==> config.mk <==
export PLATFORM = sky130hd
export DESIGN_NAME = ad9226_capture_ctrl_flat
export DESIGN_NICKNAME = d
export VERILOG_FILES = /design/src/rtl/ad9226_capture_ctrl_if.sv /design/src/rtl/ad9226_capture_ctrl.sv /design/src/flat_wrapper.sv
export SDC_FILE = /design/constraint.sdc
export NUM_CORES = 1
export LEC_CHECK = 0
export CAP_MARGIN = 20
export CORE_UTILIZATION = 40
export DETAILED_ROUTE_END_ITERATION = 12
export PLACE_DENSITY = 0.63
export SLEW_MARGIN = 20
export SYNTH_ARGS = -nofsm -noshare
export SYNTH_HDL_FRONTEND = slang
export SYNTH_SLANG_ARGS = --single-unit
==> constraint.sdc <==
create_clock -name sys_clk -period 3.8 [get_ports sys_clk]
set_clock_uncertainty 0.2 [all_clocks]
set_input_delay 0.76 -clock sys_clk [delete_from_list [all_inputs] [get_ports sys_clk]]
set_output_delay 0.76 -clock sys_clk [all_outputs]
set_load 0.01 [all_outputs]
==> src/rtl/ad9226_capture_ctrl_if.sv <==
// Capture RAM write port bundle.
// Master drives one-cycle write strobes with address and data.
interface ad9226_capture_ctrl_if #(
  parameter int ADDR_W = 10,
  parameter int DATA_W = 13
);
  logic              wr_en;
  logic [ADDR_W-1:0] wr_addr;
  logic [DATA_W-1:0] wr_data;

  modport master (output wr_en, output wr_addr, output wr_data);
  modport slave  (input wr_en, input wr_addr, input wr_data);
endinterface

==> src/rtl/ad9226_capture_ctrl.sv <==
// Triggered AD9226 acquisition sequencer feeding a capture RAM.
// Optional macro CAPTURE_TIMEOUT_EN adds a forced-trigger timeout.
module ad9226_capture_ctrl #(
  parameter int ADDR_W          = 10,
  parameter int DATA_W          = 13,
  parameter int TIMEOUT_SAMPLES = 65536
) (
  input  logic              sys_clk,
  input  logic              sys_rst_n,
  input  logic              i_sample_valid,
  input  logic [DATA_W-1:0] i_sample_data,
  input  logic              i_start,
  input  logic              i_abort,
  input  logic [DATA_W-1:0] i_trig_level,
  input  logic              i_trig_slope,
  input  logic [ADDR_W-1:0] i_depth,
  input  logic [7:0]        i_decim,
  output logic              o_busy,
  output logic              o_done,
  output logic              o_timed_out,
  output logic [2:0]        o_state,
  ad9226_capture_ctrl_if.master ram
);

  typedef enum logic [2:0] {
    IDLE      = 3'd0,
    ARM       = 3'd1,
    WAIT_TRIG = 3'd2,
    CAPTURE   = 3'd3,
    DONE      = 3'd4
  } state_t;

  state_t            state;
  logic [DATA_W-1:0] level;
  logic [DATA_W-1:0] prev;
  logic              slope;
  logic [ADDR_W-1:0] depth;
  logic [ADDR_W-1:0] count;
  logic [7:0]        decim;
  logic [7:0]        dcnt;
  logic              hit;
  logic              force_trig;
  logic              trig;
  logic              accept;

  assign o_state = state;
  assign accept  = i_start && (state == IDLE || state == DONE);
  assign trig    = hit | force_trig;

  // Level crossing between the held previous sample and the current one.
  always_comb begin
    if (slope) hit = (prev > level) && (i_sample_data <= level);
    else       hit = (prev < level) && (i_sample_data >= level);
  end

`ifdef CAPTURE_TIMEOUT_EN
  localparam int TW = $clog2(TIMEOUT_SAMPLES + 1);

  logic [TW-1:0] tcnt;
  logic          timed_out;

  assign force_trig  = (tcnt == TW'(TIMEOUT_SAMPLES));
  assign o_timed_out = timed_out;

  // Count untriggered samples in WAIT_TRIG; force a trigger at the limit.
  always_ff @(posedge sys_clk or negedge sys_rst_n) begin
    if (!sys_rst_n) begin
      tcnt      <= '0;
      timed_out <= 1'b0;
    end else if (i_abort) begin
      timed_out <= 1'b0;
    end else if (accept) begin
      tcnt      <= '0;
      timed_out <= 1'b0;
    end else if (state == WAIT_TRIG && i_sample_valid) begin
      if (force_trig) timed_out <= 1'b1;
      else            tcnt      <= tcnt + TW'(1);
    end
  end
`else
  assign force_trig  = 1'b0;
  // No timeout hardware: the flag is a constant low.
  assign o_timed_out = (TIMEOUT_SAMPLES < 0);
`endif

  // Sequencer: state, status flags and registered RAM write port.
  always_ff @(posedge sys_clk or negedge sys_rst_n) begin
    if (!sys_rst_n) begin
      state       <= IDLE;
      o_busy      <= 1'b0;
      o_done      <= 1'b0;
      ram.wr_en   <= 1'b0;
      ram.wr_addr <= '0;
      ram.wr_data <= '0;
      level       <= '0;
      slope       <= 1'b0;
      depth       <= '0;
      decim       <= '0;
      prev        <= '0;
      count       <= '0;
      dcnt        <= '0;
    end else begin
      ram.wr_en <= 1'b0;
      if (i_abort) begin
        state  <= IDLE;
        o_busy <= 1'b0;
        o_done <= 1'b0;
      end else if (accept) begin
        level  <= i_trig_level;
        slope  <= i_trig_slope;
        depth  <= i_depth;
        decim  <= i_decim;
        state  <= ARM;
        o_busy <= 1'b1;
        o_done <= 1'b0;
      end else if (i_sample_valid) begin
        case (state)
          ARM: begin
            prev  <= i_sample_data;
            state <= WAIT_TRIG;
          end
          WAIT_TRIG: begin
            if (trig) begin
              ram.wr_en   <= 1'b1;
              ram.wr_addr <= '0;
              ram.wr_data <= i_sample_data;
              count       <= ADDR_W'(1);
              dcnt        <= '0;
              if (depth == '0) begin
                state  <= DONE;
                o_busy <= 1'b0;
                o_done <= 1'b1;
              end else begin
                state <= CAPTURE;
              end
            end else begin
              prev <= i_sample_data;
            end
          end
          CAPTURE: begin
            if (dcnt == decim) begin
              dcnt        <= '0;
              ram.wr_en   <= 1'b1;
              ram.wr_addr <= count;
              ram.wr_data <= i_sample_data;
              count       <= count + ADDR_W'(1);
              if (count == depth) begin
                state  <= DONE;
                o_busy <= 1'b0;
                o_done <= 1'b1;
              end
            end else begin
              dcnt <= dcnt + 8'd1;
            end
          end
          default: ;
        endcase
      end
    end
  end

endmodule

==> src/flat_wrapper.sv <==
// flat-port wrapper written by rule: the top's interface ports become plain ports
module ad9226_capture_ctrl_flat 
#(
  parameter int ADDR_W          = 10,
  parameter int DATA_W          = 13,
  parameter int TIMEOUT_SAMPLES = 65536
)
  (sys_clk, sys_rst_n, i_sample_valid, i_sample_data, i_start, i_abort, i_trig_level, i_trig_slope, i_depth, i_decim, o_busy, o_done, o_timed_out, o_state, ram_wr_en, ram_wr_addr, ram_wr_data);
  ad9226_capture_ctrl_if #(.ADDR_W(ADDR_W), .DATA_W(DATA_W)) ram_i ();
  input  logic sys_clk;
  input  logic sys_rst_n;
  input  logic i_sample_valid;
  input  logic [DATA_W-1:0] i_sample_data;
  input  logic i_start;
  input  logic i_abort;
  input  logic [DATA_W-1:0] i_trig_level;
  input  logic i_trig_slope;
  input  logic [ADDR_W-1:0] i_depth;
  input  logic [7:0] i_decim;
  output logic o_busy;
  output logic o_done;
  output logic o_timed_out;
  output logic [2:0] o_state;
  output wire logic [$bits(ram_i.wr_en)-1:0] ram_wr_en;
  output wire logic [$bits(ram_i.wr_addr)-1:0] ram_wr_addr;
  output wire logic [$bits(ram_i.wr_data)-1:0] ram_wr_data;
  assign ram_wr_en = ram_i.wr_en;
  assign ram_wr_addr = ram_i.wr_addr;
  assign ram_wr_data = ram_i.wr_data;
  ad9226_capture_ctrl #(.ADDR_W(ADDR_W), .DATA_W(DATA_W), .TIMEOUT_SAMPLES(TIMEOUT_SAMPLES)) u_core (.sys_clk(sys_clk), .sys_rst_n(sys_rst_n), .i_sample_valid(i_sample_valid), .i_sample_data(i_sample_data), .i_start(i_start), .i_abort(i_abort), .i_trig_level(i_trig_level), .i_trig_slope(i_trig_slope), .i_depth(i_depth), .i_decim(i_decim), .o_busy(o_busy), .o_done(o_done), .o_timed_out(o_timed_out), .o_state(o_state), .ram(ram_i));
endmodule
==> flow_summary.ini, run 1 <==
[status]
status = finished with violations
failed_checks = design-rule violations

[logic_synthesis]
synth-edff-count = 0
ys_seq_area_frac = 0.483
synth.most_common_cell = dfrtp_1
syn_nets = 528
ys_top_cells_by_count = 92 x dfrtp_1, 45 x mux2_2, 40 x o21ai_0
synth_area_mm2 = 0.00477
synth_cell_types = 45
yosysTopAreaCell = dfrtp_1
synth.top_cell.area_share = 0.483
synth.avg_cell_area_um2 = 10.6
syn_inst = 450
yosys_warnings = 0
synth_area_leaders = dfrtp_1 48%, mux2_2 11%, ha_1 7.3%
ys_async_sr_fraction = 1.00
synth_seq_cells = 92
ys.flop_type = dfrtp_1

[worst_setup_path]
worstReg2RegEnd = u_core.ram.wr_data[10]$_DFFE_PN0P_
reg2reg_slack_ns = 0.71
r2r_cells = 9
required_ns = 3.83
startpoint_type = input port
reg2reg_from = u_core.prev[3]$_DFFE_PN0P_
path_class = in2reg
crit_fanout = 8
arrival_ns = 3.58
endpoint_kind = register

[route]
post_drt_wl_per_cell_um = 14.9
totalWireLength_um = 10200
vias_per_cell = 5.24
drc = 8
dr.pass1.iters = 8
ant_nets = 0
drt_iter0_markers = 143
vias = 3618

[global_route]
first_global_vias = 3641
grt_usage = 0.181
grt_max_degree = 48
overflow = 0
antenna_found_initial = 0
grt_pass1_wl_um = 17700

[sta]
slew_headroom = 0.568
hold_viol = 0
tightest_slew_ns = 0.646
fmax_ghz = 0.281
finalCritPeriodShare = 0.936
setup_violations = 0
fin_setup_tns_ns = 0
drv_slew = 0
fin_crit_ns = 3.56
rsz0062_at_grt = no

[place]
place.gp.congestion = 0.807
dp_hpwl_um = 7710
io_buffer_count = 78
placed_cell_area_mm2 = 0.00582

[die]
io_pins = 80
fp.dieArea_mm2 = 0.0124
core-area_mm2 = 0.0115
die_h_um = 111
die_w_um = 111
row_count = 39
initial_core_util = 0.414

[clock_tree]
clkLatencyLatePin_ns = 0.34
cts.sinks = 92
postCtsSetupRepairBufs = 0
cts_inserted_buffers = 9
ctsHoldBuffers = 0
cts_resized = 0
cts_tree = yes
h-tree-depth = 3
clkTransAtPathRegs_ns = 0.06
clockBufferDepth = 2
root_buffer = clkbuf_16

[layout]
layout.nets = 620
layout-drive-gt1-share = 0.166
fin_util = 0.532
area_growth_pct = 28.4
num-fill-cells = 1063
design_area_mm2 = 0.00612
multi_input_area_mm2 = 0.00225
regArea_mm2 = 0.00230
diodes = 0

[power]
power_frac_clock = 0.277
pwr-share-seq = 0.422
netSwitchingPower_mw = 0.978
internal-power_mw = 2.31
power_density_mw_per_mm2 = 537
power_frac_comb = 0.301
ir_drop_uv = 226
swShare = 0.297
leakage_nw = 2.69

[hold_path]
hp-class = in2async

[job]
maxCapViolCount = 0
==> routing by layer <==
layer | share of wire | track usage | up-vias
li1 | - | - | 1769
met1 | 0.49 | 0.250 | 1757
met2 | 0.45 | 0.282 | 79
met3 | 0.035 | 0.0268 | 13
met4 | 0.020 | 0.0811 | 0
met5 | 0 | 0 | -
==> cell families after synthesis <==
logic type	count (synthesis)	synth area share
AOI/OAI and AO/OA	93	0.126
adders and majority gates	28	0.0735
DFF	92	0.483
and+or+nand+nor	119	0.126
buffers and inverters	51	0.0467
xor gates and xnor gates	21	0.0386
other	1	0.000786
muxes	45	0.106
==> how the worst max path moves through the flow <==
stage                       from                                  to  slack [ns]  cells past startpoint
3_3_place_gp    i_sample_data[3]  u_core.ram.wr_data[12]$_DFFE_PN0P_       -0.04                     10
5_1_grt        i_sample_data[12]          u_core.prev[6]$_DFFE_PN0P_        0.09                     11
3_5_place_dp   i_sample_data[12]          u_core.prev[6]$_DFFE_PN0P_       -0.12                     11
4_1_cts        i_sample_data[12]          u_core.prev[6]$_DFFE_PN0P_        0.24                     11
6_report       i_sample_data[12]          u_core.prev[1]$_DFFE_PN0P_        0.24                     11
2_1_floorplan   i_sample_data[3]         u_core.prev[10]$_DFFE_PN0P_        0.55                      9
==> registers in the layout, summed over array words and instances (netlist names), 3 cells and up <==
| signal | flops |
|---|---|
| u_core.decim | 8 |
| u_core.o_state | 3 |
| u_core.ram.wr_addr | 10 |
| u_core.dcnt | 8 |
| u_core.count | 10 |
| u_core.level | 13 |
| u_core.ram.wr_data | 13 |
| u_core.prev | 13 |
| u_core.depth | 10 |
==> cells in the final DEF, fill, tap and decap left out, types with 16 or more instances in the layout <==
master            n
inv_1            33
nand2_1          38
clkdlybuf4s50_1  77
dfrtp_1          92
a21oi_1          20
buf_4            20
ha_1             28
nor2_1           16
nand3_1          18
o21ai_0          40
mux2_2           45
==> worst max-delay path: stages <==
cell and delay [ns]:
clkdlybuf4s50_1 0.48, ha_1 0.36, a21oi_1 0.16, o21ai_0 0.11, buf_4 0.15, a21o_1 0.15
o2111ai_1 0.25, o32ai_2 0.17, a2111oi_4 0.41, buf_4 0.24, mux2_2 0.34
==> power by group through the flow <==
stage	Sequential (mW)	Combinational (mW)	Clock, mW
floorplan	1.40	0.573	0
global placement	1.40	0.960	0
detailed placement	1.41	0.993	0
CTS	1.39	1.00	0.935
global route	1.42	1.12	0.972
finish	1.39	0.989	0.912
==> final cells by class <==
class | count | share of cell area
Timing Repair Buffer | 99 | 0.157
Inverter | 33 | 0.0202
Clock buffer | 12 | 0.0419
Multi-Input combinational cell | 307 | 0.368
Sequential cell | 92 | 0.376
Clock inverter | 4 | 0.00777
Tap cell | 143 | 0.0292
==> per-stage QoR <==
stage | std cells | setup WS [ns] | hold WS (ns) | power, mW
2_1_floorplan | 450 | 0.549 | 0.264 | 1.97
3_3_place_gp | 674 | -0.0401 | 0.291 | 2.36
3_5_place_dp | 674 | -0.117 | 0.294 | 2.40
4_1_cts | 690 | 0.235 | 0.246 | 3.33
5_1_grt | 690 | 0.0880 | 0.289 | 3.51
6_report | 690 | 0.242 | 0.226 | 3.29
Power figures use the tool's default switching activity.
==> inputs of run 2 (changes only) <==
CTS_CLUSTER_DIAMETER = 30   (was default)
==> results of run 2 <==
Same layout as run 1: the final DEF is identical, and so are final timing and power.
